### config.mk
export PLATFORM = sky130hd
export DESIGN_NAME = wb_arbiter
export DESIGN_NICKNAME = d
export VERILOG_FILES = /design/src/rtl/wb_pkg.sv /design/src/rtl/wb_arbiter_rr.sv /design/src/rtl/wb_arbiter.sv
export SDC_FILE = /design/constraint.sdc
export NUM_CORES = 1
export LEC_CHECK = 0
export CAP_MARGIN = 15
export CORE_UTILIZATION = 46
export CTS_CLUSTER_SIZE = 12
export DETAILED_ROUTE_END_ITERATION = 7
export PLACE_DENSITY = 0.77
export SYNTH_ARGS = -nofsm -noshare
export SYNTH_HDL_FRONTEND = slang
export SYNTH_SLANG_ARGS = --single-unit
### constraint.sdc
create_clock -name clk -period 2.05 [get_ports clk]
set_input_delay 0.205 -clock clk [delete_from_list [all_inputs] [get_ports clk]]
set_output_delay 0.205 -clock clk [all_outputs]
set_load 0.01 [all_outputs]
### src/rtl/wb_pkg.sv
// Shared write-back definitions: pipeline result source selector codes.
package wb_pkg;

    // Source of the single-cycle pipeline result; NONE means no register write.
    typedef enum logic [1:0] {
        WB_SEL_ALU  = 2'b00,
        WB_SEL_LOAD = 2'b01,
        WB_SEL_PC4  = 2'b10,
        WB_SEL_NONE = 2'b11
    } wb_sel_e;

endpackage

### src/rtl/wb_arbiter_rr.sv
// Round-robin arbiter: one-hot grant among req, search starts at ptr.
module rr_arbiter #(
    parameter int unsigned N = 2
) (
    input  logic         clk,
    input  logic         rst_n,
    input  logic [N-1:0] req,
    input  logic         en,
    output logic [N-1:0] grant
);

    localparam int unsigned PtrW = (N > 1) ? $clog2(N) : 1;

    logic [PtrW-1:0] ptr_q, ptr_d;
    logic [PtrW-1:0] idx;
    logic            found;

    // Find the first requester at or after ptr; advance ptr past the winner.
    always_comb begin
        grant = '0;
        ptr_d = ptr_q;
        idx   = '0;
        found = 1'b0;
        if (en) begin
            for (int k = 0; k < int'(N); k++) begin
                idx = PtrW'((int'(ptr_q) + k) % int'(N));
                if (!found && req[idx]) begin
                    found      = 1'b1;
                    grant[idx] = 1'b1;
                    ptr_d      = PtrW'((int'(ptr_q) + k + 1) % int'(N));
                end
            end
        end
    end

    // Pointer register, synchronous active-low reset.
    always_ff @(posedge clk) begin
        if (!rst_n) begin
            ptr_q <= '0;
        end else begin
            ptr_q <= ptr_d;
        end
    end

endmodule

### src/rtl/wb_arbiter.sv
// Write-back stage: pipeline results win; multi-cycle results are parked in
// one-entry buffers and drained round-robin when the pipeline is idle.
module wb_arbiter
    import wb_pkg::*;
#(
    parameter int unsigned XLEN = 32,
    parameter int unsigned N_MC = 2,
    parameter int unsigned RA_W = 5
) (
    input  logic                 clk,
    input  logic                 rst_n,
    input  logic                 ex_valid,
    input  logic [1:0]           ex_sel,
    input  logic [RA_W-1:0]      ex_rd,
    input  logic [XLEN-1:0]      ex_alu,
    input  logic [XLEN-1:0]      ex_load,
    input  logic [XLEN-1:0]      ex_pc,
    input  logic [N_MC-1:0]      mc_valid,
    output logic [N_MC-1:0]      mc_ready,
    input  logic [N_MC*RA_W-1:0] mc_rd,
    input  logic [N_MC*XLEN-1:0] mc_data,
    output logic                 wb_we,
    output logic [RA_W-1:0]      wb_rd,
    output logic [XLEN-1:0]      wb_data,
    output logic [N_MC-1:0]      mc_pend,
    output logic [N_MC*RA_W-1:0] mc_pend_rd
);

    logic [N_MC-1:0]      buf_full_q, buf_full_d;
    logic [N_MC*RA_W-1:0] buf_rd_q;
    logic [N_MC*XLEN-1:0] buf_data_q;
    logic [N_MC-1:0]      grant;
    logic [N_MC-1:0]      accept;
    logic [N_MC-1:0]      load;

    logic                 ex_write;
    logic [XLEN-1:0]      ex_result;

    logic                 wb_we_q, wb_we_d;
    logic [RA_W-1:0]      wb_rd_q, wb_rd_d;
    logic [XLEN-1:0]      wb_data_q, wb_data_d;

    // Pipeline write decode and source mux.
    always_comb begin
        ex_write  = ex_valid && (wb_sel_e'(ex_sel) != WB_SEL_NONE) && (ex_rd != '0);
        ex_result = ex_alu;
        case (wb_sel_e'(ex_sel))
            WB_SEL_ALU:  ex_result = ex_alu;
            WB_SEL_LOAD: ex_result = ex_load;
            WB_SEL_PC4:  ex_result = ex_pc + XLEN'(4);
            default:     ex_result = ex_alu;
        endcase
    end

    rr_arbiter #(
        .N(N_MC)
    ) u_rr (
        .clk  (clk),
        .rst_n(rst_n),
        .req  (buf_full_q),
        .en   (!ex_write),
        .grant(grant)
    );

    // Handshake: a buffer being drained this cycle can accept a refill.
    always_comb begin
        mc_ready   = ~buf_full_q | grant;
        accept     = mc_valid & mc_ready;
        load       = '0;
        buf_full_d = buf_full_q & ~grant;
        for (int i = 0; i < int'(N_MC); i++) begin
            // rd==0 results are consumed but never parked.
            load[i] = accept[i] && (mc_rd[i*RA_W +: RA_W] != '0);
        end
        buf_full_d = buf_full_d | load;
    end

    // Per-channel result buffers.
    always_ff @(posedge clk) begin
        if (!rst_n) begin
            buf_full_q <= '0;
            buf_rd_q   <= '0;
            buf_data_q <= '0;
        end else begin
            buf_full_q <= buf_full_d;
            for (int i = 0; i < int'(N_MC); i++) begin
                if (load[i]) begin
                    buf_rd_q[i*RA_W +: RA_W]   <= mc_rd[i*RA_W +: RA_W];
                    buf_data_q[i*XLEN +: XLEN] <= mc_data[i*XLEN +: XLEN];
                end
            end
        end
    end

    // Next write-port value: pipeline first, then the granted buffer, else hold.
    always_comb begin
        wb_we_d   = 1'b0;
        wb_rd_d   = wb_rd_q;
        wb_data_d = wb_data_q;
        if (ex_write) begin
            wb_we_d   = 1'b1;
            wb_rd_d   = ex_rd;
            wb_data_d = ex_result;
        end else begin
            for (int i = 0; i < int'(N_MC); i++) begin
                if (grant[i]) begin
                    wb_we_d   = 1'b1;
                    wb_rd_d   = buf_rd_q[i*RA_W +: RA_W];
                    wb_data_d = buf_data_q[i*XLEN +: XLEN];
                end
            end
        end
    end

    // Registered register-file write port.
    always_ff @(posedge clk) begin
        if (!rst_n) begin
            wb_we_q   <= 1'b0;
            wb_rd_q   <= '0;
            wb_data_q <= '0;
        end else begin
            wb_we_q   <= wb_we_d;
            wb_rd_q   <= wb_rd_d;
            wb_data_q <= wb_data_d;
        end
    end

    assign wb_we      = wb_we_q;
    assign wb_rd      = wb_rd_q;
    assign wb_data    = wb_data_q;
    assign mc_pend    = buf_full_q;
    assign mc_pend_rd = buf_rd_q;

endmodule

==> flow_summary.json <==
{
  "holdCritPathClass": "in -> reg",
  "yosysWarnings": 0,
  "rows": 43,
  "worst_path_largest_cell_delay_ns": 0.55,
  "io_buffers": 233,
  "drtIter0Drc": 588,
  "die_x_um": 123,
  "routedWlPerCell_um": 17.7,
  "cts_buffers": 17,
  "yosys-top-cells-count": "nand2_1 (161), dfxtp_1 (115), o21ai_2 (70)",
  "numPlacedInstances": 1244,
  "dp_slack_ns": -0.284,
  "r2r_end": "buf_data_q[0]",
  "rrSetupSlack_ns": 0.29,
  "coreArea_um2": 14100,
  "path_cells": "clkdlybuf4s50_1 > or4_4 > o21a_4 > o21ai_4 > buf_4 > o211ai_4 > buf_4 > nand3_1 > o21ai_2",
  "grt_pass1_wl_um": 34800,
  "drv_slew": 0,
  "syn-num-nets": 992,
  "wl_um": 22600,
  "synth_top_family_by_area": "simple AND/OR/NAND/NOR gates",
  "status": "complete, no violations",
  "die_area_um2": 15100,
  "p_per_area_nw_per_um2": 717,
  "synth.distinct_cells": 51,
  "drc": 0,
  "cts_max_level": 4,
  "synthMuxAreaShare_pct": 0.149,
  "worst_slack_ns": 0.119,
  "area_growth_pct": 53.6,
  "yosys.area_share.adder_pct": 0.744,
  "synth-edff-count": 0,
  "synth_top_area_cell": "dfxtp_1",
  "grt_use_total_pct": 30.4,
  "yosysTopAreaCellShare_pct": 34.2,
  "first_global_vias": 6564,
  "tightestPinTransition_ns": 0.504,
  "synthMostInstantiatedCell": "nand2_1",
  "num_antenna_cells": 0,
  "drive_gt1_share_pct": 25.6,
  "cts_tree": "done",
  "avgSynthCellArea_um2": 8.34,
  "synth_seq_cells": 115,
  "slew_headroom_pct": 66.4,
  "crit_slowest_cell": "or4_4",
  "fin_skew_ns": 0.00636,
  "firstDrtPassIters": 5,
  "seq_area_frac_synth_pct": 34.2,
  "vdd_drop_max_uv": 566,
  "dp_hpwl_um": 17000,
  "crit_arrival_ns": 2.23,
  "grt_start_max_net_pins": 61,
  "r2r-start": "mc_pend[1]",
  "cts.sinks": 115,
  "fmax_ghz": 0.518,
  "hold_depth": 2,
  "die_h_um": 123,
  "stdcell_count": 1276,
  "insertion_delay_ns": 0.41,
  "worstPathRequired_ns": 2.35,
  "min_from": "rst_n",
  "async_reset_ff_share_pct": 0,
  "cpMostUsedCell": "buf_4",
  "synth.cell_area_um2": 6730,
  "cap_violations": 0,
  "finalCriticalPeriod_ns": 1.93,
  "synth_cells": 806,
  "grt_antenna_before_repair": 0,
  "nets": 1269,
  "rsz0062_at_grt": "false",
  "finalHoldViolCount": 0,
  "grt_overflow": 0,
  "worstSetupStartpointType": "input port",
  "holdPathEnd": "wb_data[7]",
  "ys.flop_type": "dfxtp_1",
  "setup_viol": 0,
  "crit_path_end_kind": "flop",
  "period_share_pct": 94.2,
  "cts_setup_buffers": 0,
  "yosys-top-cells-area": "dfxtp_1 (34%), nand3_2 (10%), o21ai_2 (9.1%), nand2_1 (9.0%), o21ai_0 (2.8%)",
  "clk_pin_slew_ns": 0.05,
  "viasPerCell": 5.59,
  "leakage_nw": 3.84,
  "gp_congestion": 0.944,
  "critPathKind": "in -> reg",
  "synthXorXnorAreaFrac_pct": 3.52,
  "synthSimpleGateAreaFrac_pct": 27.9,
  "num_vias": 7128,
  "start_util_pct": 47.7,
  "antenna_left": 0,
  "io_pins": 234,
  "worstPathMaxFanout": 16,
  "clockRootBuffer": "clkbuf_16",
  "cts_buffer_depth": 2,
  "synth_compound_area_share_pct": 27.4,
  "ff2ff_path_depth": 7
}
## how the worst max path moves through the flow
stage	startpoint	to	slack [ns]	cells past startpoint
final	ex_rd[1]	buf_data_q[0]	0.12	9
after CTS	ex_rd[1]	mc_ready[0]	0.03	5
after global placement	ex_rd[1]	buf_data_q[1]	-0.26	9
after floorplan	ex_rd[1]	mc_pend_rd[2]	0.25	7
after detailed placement	ex_rd[1]	buf_data_q[0]	-0.28	9
after global routing	ex_rd[1]	buf_data_q[0]	0.05	9
## layout by cell type (no fill, tap or decap), types with 4 or more instances in the layout
| cell | netlist | final |
|---|---|---|
| nand3_2 | 69 | 69 |
| a31oi_1 | 9 | 9 |
| o22ai_1 | 12 | 12 |
| o21ai_1 | 7 | 5 |
| a311oi_1 | 11 | 11 |
| o32ai_1 | 4 | 4 |
| a221oi_1 | 15 | 15 |
| inv_1 | 8 | 8 |
| o221ai_1 | 5 | 5 |
| ha_1 | 4 | 4 |
| a221o_1 | 5 | 5 |
| o21ai_0 | 38 | 38 |
| clkbuf_16 | 0 | 17 |
| nor2b_1 | 8 | 8 |
| o311ai_0 | 6 | 6 |
| clkdlybuf4s50_1 | 0 | 230 |
| clkbuf_1 | 45 | 4 |
| xnor2_1 | 14 | 14 |
| buf_4 | 0 | 84 |
| a211oi_1 | 5 | 5 |
| o21ai_2 | 70 | 72 |
| and3_1 | 7 | 7 |
| xor2_1 | 13 | 13 |
| nor2_1 | 34 | 34 |
| a21oi_1 | 35 | 35 |
| o21a_1 | 11 | 11 |
| buf_12 | 0 | 11 |
| nand2_1 | 161 | 161 |
| nand4_1 | 9 | 9 |
| nand3_1 | 21 | 21 |
| clkinv_2 | 0 | 6 |
| nor4_1 | 6 | 6 |
| dfxtp_1 | 115 | 115 |
## registers in the layout (all words and copies together) (netlist names)
name,count
wb_rd,5
mc_pend_rd,10
buf_data_q,64
wb_data,32
u_rr.ptr_q,1
mc_pend,2
wb_we,1
## area by class of cell
class                   instances  area [µm²]
multi-input cells             613        4020
fillers                      1089        3770
repair buffers                328        3170
flip-flops and latches        115        2300
clock buffers                  21         440
well taps                     180         225
clock inverters                11         136
inverters                       8        30.0
## layer usage
metal / track usage (%) / up-vias / wire length [µm]
li1: - / 3477 / -
met2: 47.3 / 299 / 10100
met3: 5.77 / 34 / 1850
met5: 0 / - / 0
met1: 41.8 / 3318 / 10100
met4: 10.7 / 0 / 518
## what timing repair did
item                       CTS  global route
hold endpoints to repair     0             0
resized for setup            2             4
hold buffers                 0             0
setup endpoints to repair    2             2
## where the power goes
group / leakage (nW) / internal (W) / switching [W]
clock: 0.284 / 0.00189 / 0.00102
sequential: 0.948 / 0.00243 / 0.000130
combinational: 2.61 / 0.000978 / 0.000958
## cells by family after synthesis
group,count (synthesis)
fa+ha+maj,4
compound gates,247
buf+inv,78
xor+xnor,27
mux,1
flops,115
simple gates,334
## worst max-delay path: cells and delay by family
kind,cells,cell delay [ns]
buffers and inverters,3,0.82
AOI/OAI and AO/OA,4,0.53
and+or+nand+nor,2,0.67
## per-stage QoR
stage	utilization (%)	hold slack [ns]	power (W)	setup TNS (ns)	area (µm²)
after floorplan	-	0.338	0.00349	0	6730
after global placement	69.3	0.443	0.00449	-19.72	9760
after detailed placement	69.3	0.448	0.00452	-22.03	9760
after CTS	73.3	0.164	0.00743	0	10300
after global routing	73.3	0.188	0.00771	0	10300
final	73.3	0.171	0.00741	0	10300
(Power assumes the default switching activity.)
